$ cat config.mk
export PLATFORM = sky130hd
export DESIGN_NAME = seg7_scan
export DESIGN_NICKNAME = d
export VERILOG_FILES = /design/src/rtl/seg7_scan.sv
export SDC_FILE = /design/constraint.sdc
export NUM_CORES = 1
export LEC_CHECK = 0
export CAP_MARGIN = 15
export CORE_ASPECT_RATIO = 1.4
export CORE_MARGIN = 4
export CORE_UTILIZATION = 46
export CTS_CLUSTER_DIAMETER = 40
export DETAILED_ROUTE_END_ITERATION = 7
export PLACE_DENSITY = 0.77
export SLEW_MARGIN = 20
export SYNTH_ARGS = -nofsm -noshare
export SYNTH_HDL_FRONTEND = slang
export SYNTH_SLANG_ARGS = --single-unit
$ cat constraint.sdc
create_clock -name clk -period 4.4 [get_ports clk]
set_clock_uncertainty 0.05 [all_clocks]
set_input_delay 0.88 -clock clk [delete_from_list [all_inputs] [get_ports clk]]
set_output_delay 0.88 -clock clk [all_outputs]
set_load 0.01 [all_outputs]
$ cat src/rtl/seg7_scan.sv
// Four-digit multiplexed seven-segment driver with double-buffered frame update.
// Shadow data is committed to the visible buffer only at a frame wrap, so a frame never tears.
module seg7_scan #(
  parameter int SCAN_BIT = 16,
  parameter int BLANK_LZ = 1
) (
  input  logic        clk,
  input  logic        rst_n,
  input  logic [31:0] clkdiv,
  input  logic        load,
  input  logic [15:0] data,
  input  logic [3:0]  dp,
  input  logic        en,
  output logic [3:0]  an,
  output logic [7:0]  seg,
  output logic        frame
);

  function automatic logic [6:0] hex7(input logic [3:0] nib);
    logic [6:0] pat;
    case (nib)
      4'h0: pat = 7'b1000000;
      4'h1: pat = 7'b1111001;
      4'h2: pat = 7'b0100100;
      4'h3: pat = 7'b0110000;
      4'h4: pat = 7'b0011001;
      4'h5: pat = 7'b0010010;
      4'h6: pat = 7'b0000010;
      4'h7: pat = 7'b1111000;
      4'h8: pat = 7'b0000000;
      4'h9: pat = 7'b0010000;
      4'hA: pat = 7'b0001000;
      4'hB: pat = 7'b0000011;
      4'hC: pat = 7'b1000110;
      4'hD: pat = 7'b0100001;
      4'hE: pat = 7'b0000110;
      default: pat = 7'b0001110;
    endcase
    return pat;
  endfunction

  logic        prev_q, prev_d;
  logic [1:0]  idx_q, idx_d;
  logic [15:0] shadow_data_q, shadow_data_d;
  logic [3:0]  shadow_dp_q, shadow_dp_d;
  logic [15:0] active_data_q, active_data_d;
  logic [3:0]  active_dp_q, active_dp_d;
  logic        pending_q, pending_d;
  logic        frame_q, frame_d;
  logic [3:0]  an_q, an_d;
  logic [7:0]  seg_q, seg_d;

  logic        tick;
  logic        wrap;
  logic [3:0]  nib;
  logic        lead_zero;
  logic        clkdiv_unused;

  // Only one divider bit is consumed; the rest of the bus is intentionally ignored.
  assign clkdiv_unused = ^clkdiv;

  always_comb begin
    prev_d        = clkdiv[SCAN_BIT];
    tick          = clkdiv[SCAN_BIT] & ~prev_q;
    wrap          = tick && (idx_q == 2'd3);
    idx_d         = tick ? idx_q + 2'd1 : idx_q;
    frame_d       = wrap;

    shadow_data_d = shadow_data_q;
    shadow_dp_d   = shadow_dp_q;
    active_data_d = active_data_q;
    active_dp_d   = active_dp_q;
    pending_d     = pending_q;

    // Commit reads the shadow as it was before this edge; a coincident load re-arms pending.
    if (wrap && pending_q) begin
      active_data_d = shadow_data_q;
      active_dp_d   = shadow_dp_q;
      pending_d     = 1'b0;
    end
    if (load) begin
      shadow_data_d = data;
      shadow_dp_d   = dp;
      pending_d     = 1'b1;
    end

    nib = active_data_q[{idx_q, 2'b00} +: 4];
    case (idx_q)
      2'd1:    lead_zero = (active_data_q[15:4] == 12'h000);
      2'd2:    lead_zero = (active_data_q[15:8] == 8'h00);
      2'd3:    lead_zero = (active_data_q[15:12] == 4'h0);
      default: lead_zero = 1'b0;
    endcase

    if (en) begin
      an_d  = ~(4'b0001 << idx_q);
      seg_d = {~active_dp_q[idx_q],
               ((BLANK_LZ != 0) && lead_zero) ? 7'b1111111 : hex7(nib)};
    end else begin
      an_d  = 4'b1111;
      seg_d = 8'hFF;
    end
  end

  always_ff @(posedge clk) begin
    if (!rst_n) begin
      // prev tracks the divider even in reset so release never fakes an edge.
      prev_q        <= clkdiv[SCAN_BIT];
      idx_q         <= 2'd0;
      shadow_data_q <= 16'h0000;
      shadow_dp_q   <= 4'h0;
      active_data_q <= 16'h0000;
      active_dp_q   <= 4'h0;
      pending_q     <= 1'b0;
      frame_q       <= 1'b0;
      an_q          <= 4'b1111;
      seg_q         <= 8'hFF;
    end else begin
      prev_q        <= prev_d;
      idx_q         <= idx_d;
      shadow_data_q <= shadow_data_d;
      shadow_dp_q   <= shadow_dp_d;
      active_data_q <= active_data_d;
      active_dp_q   <= active_dp_d;
      pending_q     <= pending_d;
      frame_q       <= frame_d;
      an_q          <= an_d;
      seg_q         <= seg_d;
    end
  end

  assign an    = an_q;
  assign seg   = seg_q;
  assign frame = frame_q;

endmodule

# ---- Word level (Yosys, flattened, before mapping)
# Memories as Yosys holds them, arrays and structs flattened. A register that Yosys moved wholly into a read port is not among the register bits.
# Cells that the tools add are included.
dict set report totals {
  regBits 50
  rom_bits 112
  wordCells 37
  memories 1
}
# memory depth width rd rd_ports_with_merged_regs wr line
set memory_table {}
lappend memory_table {{(no name shown)} 16 7 1 1 0 21} ;# case (nib)
dict set report op_classes {
  n_addsub 1
  order_cmp 1
  eq_ne 3
  n_shift 2
  muxes 5
  n_bitwise 6
  reduce_logical 8
}
# op n
set op_table {}
lappend op_table {{$shiftx A16 B5 Y4} 1}
lappend op_table {{$logic_not A12 Y1} 1}
lappend op_table {{$logic_not A8 Y1} 1}
lappend op_table {{$eq A2 B2 Y1 const B} 2}
lappend op_table {{$logic_not A4 Y1} 1}
lappend op_table {{$not A1 Y1} 4}
lappend op_table {{$not A4 Y4} 1}
lappend op_table {{$shl A1 B2 Y4 const A} 1}
lappend op_table {{$lt A2 B3 Y1 const B} 1}
lappend op_table {{$mux W1} 3}
lappend op_table {{$pmux W1 S3} 1}
lappend op_table {{$reduce_or A3 Y1} 1}
lappend op_table {{$add A2 B1 Y2 const B} 1}
lappend op_table {{$bmux W1 S2} 1}
lappend op_table {{$eq A2 B1 Y1 const B} 1}
lappend op_table {{$logic_and A1 B1 Y1} 2}
lappend op_table {{$reduce_and A2 Y1} 1}
lappend op_table {{$reduce_bool A2 Y1} 1}
lappend op_table {{$and A1 B1 Y1} 1}

# ---- Logic depth before layout (Yosys ltp)
# Gate-level depths: netlist of run 1.
dict set report logic_depth {
  depth_word 6
  ltp_mapped 7
}

# ---- Worst setup path after synthesis of run 1
# OpenSTA, ideal clock, no wires.
dict set report synth_timing {
  path_type {reg-to-reg}
  startpoint {register idx_q[1]}
  endpoint {register seg_q[0], in the netlist seg[0]}
  setup_time_ns 0.087
  arrival_time_ns 1.979
  slack_ns 2.284
  path_stages_with_launch 8
  path_cell_list {dfxtp_1 buf_2 mux4_1 inv_1 ha_1 nor2_1 a22o_1 o31ai_1}
}
dict set report synth_between {
  elab_chain_cells 3
}
# element line
set synth_lines {}
lappend synth_lines {{start: declaration} 43} ;# logic [1:0] idx_q, idx_d;
lappend synth_lines {{start signal: assignment} 120} ;# idx_q <= idx_d;
lappend synth_lines {{$eq A2 B2 Y1 / $eq A2 B1 Y1 (equally long branches)} 88} ;# case (idx_q)
lappend synth_lines {{$pmux W1 S3} 88}
lappend synth_lines {{$reduce_or A3 Y1 (no line)} -}
lappend synth_lines {{end: declaration} 51} ;# logic [7:0] seg_q, seg_d;
# Parallel ways exist; a longest one is shown, timed or not.
# A chain may end at the register's enable or synchronous reset.

# ---- Final worst setup path of run 1
dict set report layout_timing {
  startpoint {input rst_n}
  endpoint {register seg_q[5], in the netlist seg[5]}
}
dict set report layout_between {
  elab_chain_cells 2
}
# element line
set layout_lines {}
lappend layout_lines {{start: declaration} 8} ;# input logic rst_n,
lappend layout_lines {{$not A1 Y1 (no line)} -}
lappend layout_lines {{$reduce_or A3 Y1 (no line)} -}
# Every way passes these cells.

==> impl_results.md, run 1 <==
* Status: completed
* Critical path arrival at roughly 2.9 ns
* EDFF count, synth at 0
* Final Net Count at approximately 350
* Top-area cell type share of the netlist area at 0.451
* Pleak at roughly 1.2 nW
* Synth area leaders: dfxtp_1, mux2i_1, nand2_1
* Rows at 31
* Final min period at 2.79 ns
* Final setup viols at 0
* Sequential-to-total area share from yosys stat at 0.451
* Worst hold slack at 0.411 ns
* Crit-path slowest cell: a31oi_1
* IO Count at 69
* Slowest cell delay on critical path at between 0.5 and 0.6 ns
* Top cells by count, synth: dfxtp_1, nand2_1, mux2i_1
* Worst Setup SP: rst_n
* CP Capture Type: flop
* Global-route wire length before repair at 8.09 mm
* WL per Instance at about 13 um
* Pwr dens at 363 mW/mm^2
* Warnings from Yosys at 0
* Routed vias/inst at approximately 5
* Syn nets at 321
* Resize count post-CTS at 0
* Most frequent cell after synthesis: dfxtp_1
* Height of the chip at ~96 um
* Total congestion overflow at 0
* Synth Instances at about 250
* Post-DRT Antenna Nets at 0
* Max VDD drop at roughly 0.24 mV
* CTS Sinks at 57
* Die area at ~0.0068 sq mm
* Core Region at around 0.0052 sq mm
* Worst Path Required at ~4.5 ns
* Max-Cap Viols at 0
* # Post-CTS Setup Buffers at 0
* Synth-to-layout area growth at 23.0%
* Initial Util at 0.483
* Die X at around 70 um
* CP cell instances: clkdlybuf4s50_1, buf_4, and2_0, o31ai_1, a31oi_1, o221ai_1
* Pin count of the biggest net entering global routing at 46
* GP Congestion at between 0.8 and 0.9
* FFs w/ async S/R, synth at 0
* Residual DRC at 0
* Hold Vio Cnt, Final at 0
* Netlist cell types at 40
* Cts hold-fix bufs at 0
* Top_reg_cell synth: dfxtp_1
* Critical path fanouts, max at 45
* Vias in the first global route at 1798
* CTS root buf: clkbuf_8
* Syn_area_per_cell at about 10 sq um
* WS Path Type: in2reg
* Tot GR Track Use at 0.154
* ANT cells at 0
* RSZ-0062 raised after global routing: false
* Yosys reg bits at 57
* TritonCTS Buffers at 9
* Worst-path clk slew at around 0.060 ns
* Vias at between 1500 and 2000
* Final WL at about 4.6 mm
* Drt initial violations at 80
* Max Slew Vio Count at 0
* Port Buffer Count at 37
* Initial antenna violation count at 0
* FMAX at ~360 MHz
* Area leader, netlist: dfxtp_1
* Clock network latency to the later pin of the worst-skew pair at 0.33 ns
* Worst hold start: active_dp_q[2]
* Total negative slack at 0 ns
* Number of H-tree levels at 3
* TritonCTS clock tree: yes
* Crit share post-route at 0.633
* Worst-Margin Slew at a little over 0.7 ns
* DR pass1 iterations at 4
* Post-DP HPWL at around 3.2 mm
* Hold WC Path Type: reg2reg
* Rel. slew slack at 0.528
* Crit path launch type: input pin
* Synthesized area at roughly 0.0025 sq mm
* Layout cells sized above 1 at 0.0753
* CTS Buffer Depth at 2
* Reg2reg start: idx_q[1]
[worst max-delay path: cells and delay by family]
kind | cells | cell delay (ns)
compound gates | 3 | 0.88
buf+inv | 2 | 0.79
simple gates | 1 | 0.35
[cells in the final DEF, fill, tap and decap left out, types with 2 or more instances in the layout]
cell type        instances
dfxtp_1                 57
o221ai_1                 2
o31ai_1                  2
clkbuf_8                12
nor2b_1                 23
nor3b_1                  2
nand3_1                  3
clkdlybuf4s50_1         36
inv_1                    6
a21boi_0                20
nor4_1                   2
clkbuf_1                 2
nand2_1                 47
ha_1                    11
and3_1                   2
mux4_2                   2
mux2i_1                 26
xnor2_1                  2
mux4_1                   2
and2_1                   2
mux2_2                   2
a21oi_1                  3
nor2_1                   5
[layout make-up]
| cell class | count | area (sq um) |
|---|---|---|
| inverters | 6 | 22.5 |
| clock inverters | 2 | 35.0 |
| clock buffers | 14 | 173 |
| multi-input cells | 175 | 1280 |
| repair buffers | 38 | 373 |
| well taps | 66 | 82.6 |
| fillers | 463 | 2130 |
| flip-flops and latches | 57 | 1140 |
[flip-flops by register name, indices dropped and copies added, names as in the netlist]
register / flops
active_data_q: 16
active_dp_q: 4
an: 4
frame: 1
idx_q: 2
pending_q: 1
prev_q: 1
seg: 8
shadow_data_q: 16
shadow_dp_q: 4
[cell families after synthesis]
group,synth area share
AO/OA/AOI/OAI,0.105
XOR/XNOR,0.0104
adder cells (fa/ha/maj),0.0545
buffers and inverters,0.0416
flip-flops,0.451
multiplexers,0.156
AND/OR/NAND/NOR,0.181
[metal layers]
layer / global-route usage / up-vias / part of all wire
met5: 0 / - / 0
met4: 0.0893 / 0 / 0.027
met3: 0.0470 / 9 / 0.042
met2: 0.266 / 30 / 0.50
met1: 0.166 / 816 / 0.43
li1: - / 928 / -
[power breakdown]
| group | switching (mW) | internal, mW |
|---|---|---|
| clock network | 0.193 | 0.307 |
| logic | 0.0307 | 0.0520 |
| registers | 0.0123 | 0.534 |
| total | 0.236 | 0.894 |
[path summary, 6_finish.rpt]
kind / endpoint / slack [ns] / depth (start not counted)
min reg2reg: active_dp_q[2] / 0.41 / 2
min: active_dp_q[2] / 0.41 / 2
max reg2reg: seg[0] / 1.93 / 6
max: seg[5] / 1.61 / 6
[per-stage QoR]
step	area, sq um	worst slack [ns]	utilization	instances	total power, mW
6_report	3110	1.61	0.594	358	1.13
5_1_grt	3110	1.44	0.594	358	1.18
4_1_cts	3110	1.60	0.594	358	1.15
3_5_place_dp	2900	1.23	0.554	342	0.641
3_3_place_gp	2910	1.30	0.555	342	0.640
2_1_floorplan	2530	2.28	-	254	0.604
Note: power is estimated with default switching activity, not from simulation.
==> inputs of run 2 (changes only) <==
--- a/config.mk
+++ b/config.mk
@@ -8,10 +8,10 @@
 export CAP_MARGIN = 15
 export CORE_ASPECT_RATIO = 1.4
 export CORE_MARGIN = 4
-export CORE_UTILIZATION = 46
+export CORE_UTILIZATION = 43
 export CTS_CLUSTER_DIAMETER = 40
 export DETAILED_ROUTE_END_ITERATION = 7
-export PLACE_DENSITY = 0.77
+export PLACE_DENSITY = 0.75
 export SLEW_MARGIN = 20
 export SYNTH_ARGS = -nofsm -noshare
 export SYNTH_HDL_FRONTEND = slang
==> constraint.sdc (replaced) <==
create_clock -name clk -period 2.4 [get_ports clk]
set_clock_uncertainty 0.05 [all_clocks]
set_input_delay 0.48 -clock clk [delete_from_list [all_inputs] [get_ports clk]]
set_output_delay 0.48 -clock clk [all_outputs]
set_load 0.01 [all_outputs]
==> run 2 against run 1 <==
Net effect: die area rose by 6.3%; critical path type is now reg2reg; total power rose by 81%; clock power rose by 75%; critical endpoint is now seg[0]; non-clock buffer count rose by 9; critical path depth did not move; utilization fell by 2.6 points; final cell count rose by 3.1%; highest routed layer unchanged; cell area rose by 2.4%.
==> impl_results.md, run 2 (same netlist as run 1, synthesis figures left out) <==
* Crit path launch type: flop
* Cts hold-fix bufs at 0 (unchanged)
* Crit-path slowest cell: mux4_1
* Fillers at 529 (+14%)
* Seq. cell area at 0.00114 sq mm (unchanged)
* Tot GR Track Use at 0.138 (-0.0158)
* Finished Cell Area at 0.00318 sq mm (+2.4%)
* Port Buffer Count at 37 (unchanged)
* Status: completed
* CP cell instances: mux4_1, buf_4, ha_1, nor3b_1, o21a_1, o31ai_1
* Most common cell after layout, fill and taps aside: dfxtp_1
* Buf/Inv on CP at 1 (-1)
* Slowest cell delay on critical path at 0.59 ns (+0.08 ns)
* Total Power at 2.04 mW (+81%)
* Clock network latency to the later pin of the worst-skew pair at 0.34 ns (about the same)
* Layout cells sized above 1 at 0.106 (+0.0310)
* Initial antenna violation count at 0 (unchanged)
* Die X at 72.8 um (+3.0%)
* Vias at 1851 (+3.8%)
* Global-route wire length before repair at 7.68 mm (-5.1%)
* Residual DRC at 0 (unchanged)
* Post-DP HPWL at 3.34 mm (+3.5%)
* # Post-CTS Setup Buffers at 0 (unchanged)
* Final min period at approximately 2 ns
* ANT cells at 0 (unchanged)
* DR pass1 iterations at 4 (unchanged)
* Pwr dens at 641 mW/mm^2 (+76%)
* Final Net Count at 363 (+2.5%)
* Resize count post-CTS at 0 (unchanged)
* Routed vias/inst at 5.02 (+0.72%)
* FMAX at just under 500 MHz
* Final WL at 4.71 mm (+1.5%)
* Total negative slack at 0 ns (unchanged)
* Vias in the first global route at 1765 (-1.8%)
* Worst Path Required at 2.58 ns (-1.94 ns)
* Max Slew Vio Count at 0 (unchanged)
* CTS root buf: clkbuf_8
* WL per Instance at 12.8 um (-1.5%)
* Rel. slew slack at 0.712 (+0.184)
* WS Path Type: reg2reg
* Worst Setup SP: idx_q[1]
* TritonCTS Buffers at 9 (unchanged)
* Hold Vio Cnt, Final at 0 (unchanged)
* Critical path arrival at 2.22 ns (-0.68 ns)
* Rows at 32 (+3.2%)
* CP Capture Type: flop
* Worst-path clk slew at 0.06 ns (about the same)
* IO Count at 69 (unchanged)
* Total congestion overflow at 0 (unchanged)
* Post-DRT Antenna Nets at 0 (unchanged)
* Synth-to-layout area growth at 25.9%
* Reg2reg start: idx_q[1]
* Drt initial violations at 60 (-25%)
* CTS Buffer Depth at 2 (unchanged)
* Multi-input logic area at 0.00128 sq mm (unchanged)
* Critical path fanouts, max at 5 (-89%)
* TritonCTS clock tree: yes
* Core Region at 0.00561 sq mm (+7.0%)
* GP Congestion at 0.746 (-7.2%)
* Worst-Margin Slew at 0.420 ns (-0.286 ns)
* Worst hold start: shadow_data_q[12]
* CTS Sinks at 57 (unchanged)
* Area after DPL at 0.00299 sq mm (+3.0%)
* Max VDD drop at 0.339 mV (+42%)
* Initial Util at 0.451 (-0.0318)
* Number of H-tree levels at 3 (unchanged)
* Final setup viols at 0 (unchanged)
* Hold WC Path Type: reg2reg
* Crit share post-route at 0.849
* Height of the chip at 98.7 um (+3.1%)
* Pleak at 1.22 nW (+3.7%)
* Most frequent cells in the layout: dfxtp_1, nand2_1, clkdlybuf4s50_1
* Pin count of the biggest net entering global routing at 45 (-2.2%)
* Top delay family on crit path: multiplexers
* RSZ-0062 raised after global routing: false
* Die area at 0.00719 sq mm (+6.3%)
* Max-Cap Viols at 0 (unchanged)
run 2: report_power, final:
| group | total [mW] | leakage (nW) | switching, mW | internal, mW |
|---|---|---|---|---|
| combinational | 0.166 | 0.652 | 0.0632 | 0.103 |
| sequential | 0.996 | 0.466 | 0.0170 | 0.979 |
| clock | 0.877 | 0.102 | 0.378 | 0.499 |
run 2: worst register-to-register path, delay by kind of cell (launching register included):
kind,cells,cell delay [ns]
adders and majority gates,1,0.25
AOI/OAI and AO/OA,2,0.22
and+or+nand+nor,1,0.24
DFF,1,0.40
buffers and inverters,1,0.18
muxes,1,0.59
run 2: path summary, 6_finish.rpt:
kind	end	slack (ns)	depth (start not counted)
worst min-delay path	active_data_q[12]	0.41	2
worst min register to register	active_data_q[12]	0.41	2
worst max-delay path	seg[0]	0.36	6
worst max register to register	seg[0]	0.36	6
run 2: layout make-up:
type                       instances  area share
timing repair buffer              47       0.144
sequential                        57       0.358
inverter                           6     0.00708
tap                               68      0.0267
multi-input combinational        175       0.403
clock buffer                      10      0.0432
clock inverter                     6      0.0181
run 2: layer usage:
layer	part of all wire	track usage	wire length, um
met5	0	0	0
met4	0.043	0.121	202
met1	0.43	0.146	2020
met3	0.034	0.0245	161
met2	0.49	0.228	2330
run 2: metrics by stage:
step	hold WS (ns)	instances	util	worst slack, ns
6_report	0.407	369	0.568	0.362
5_1_grt	0.437	369	0.568	0.247
4_1_cts	0.414	369	0.568	0.364
3_5_place_dp	0.408	353	0.533	0.368
3_3_place_gp	0.401	353	0.533	0.426
2_1_floorplan	0.389	254	-	0.284
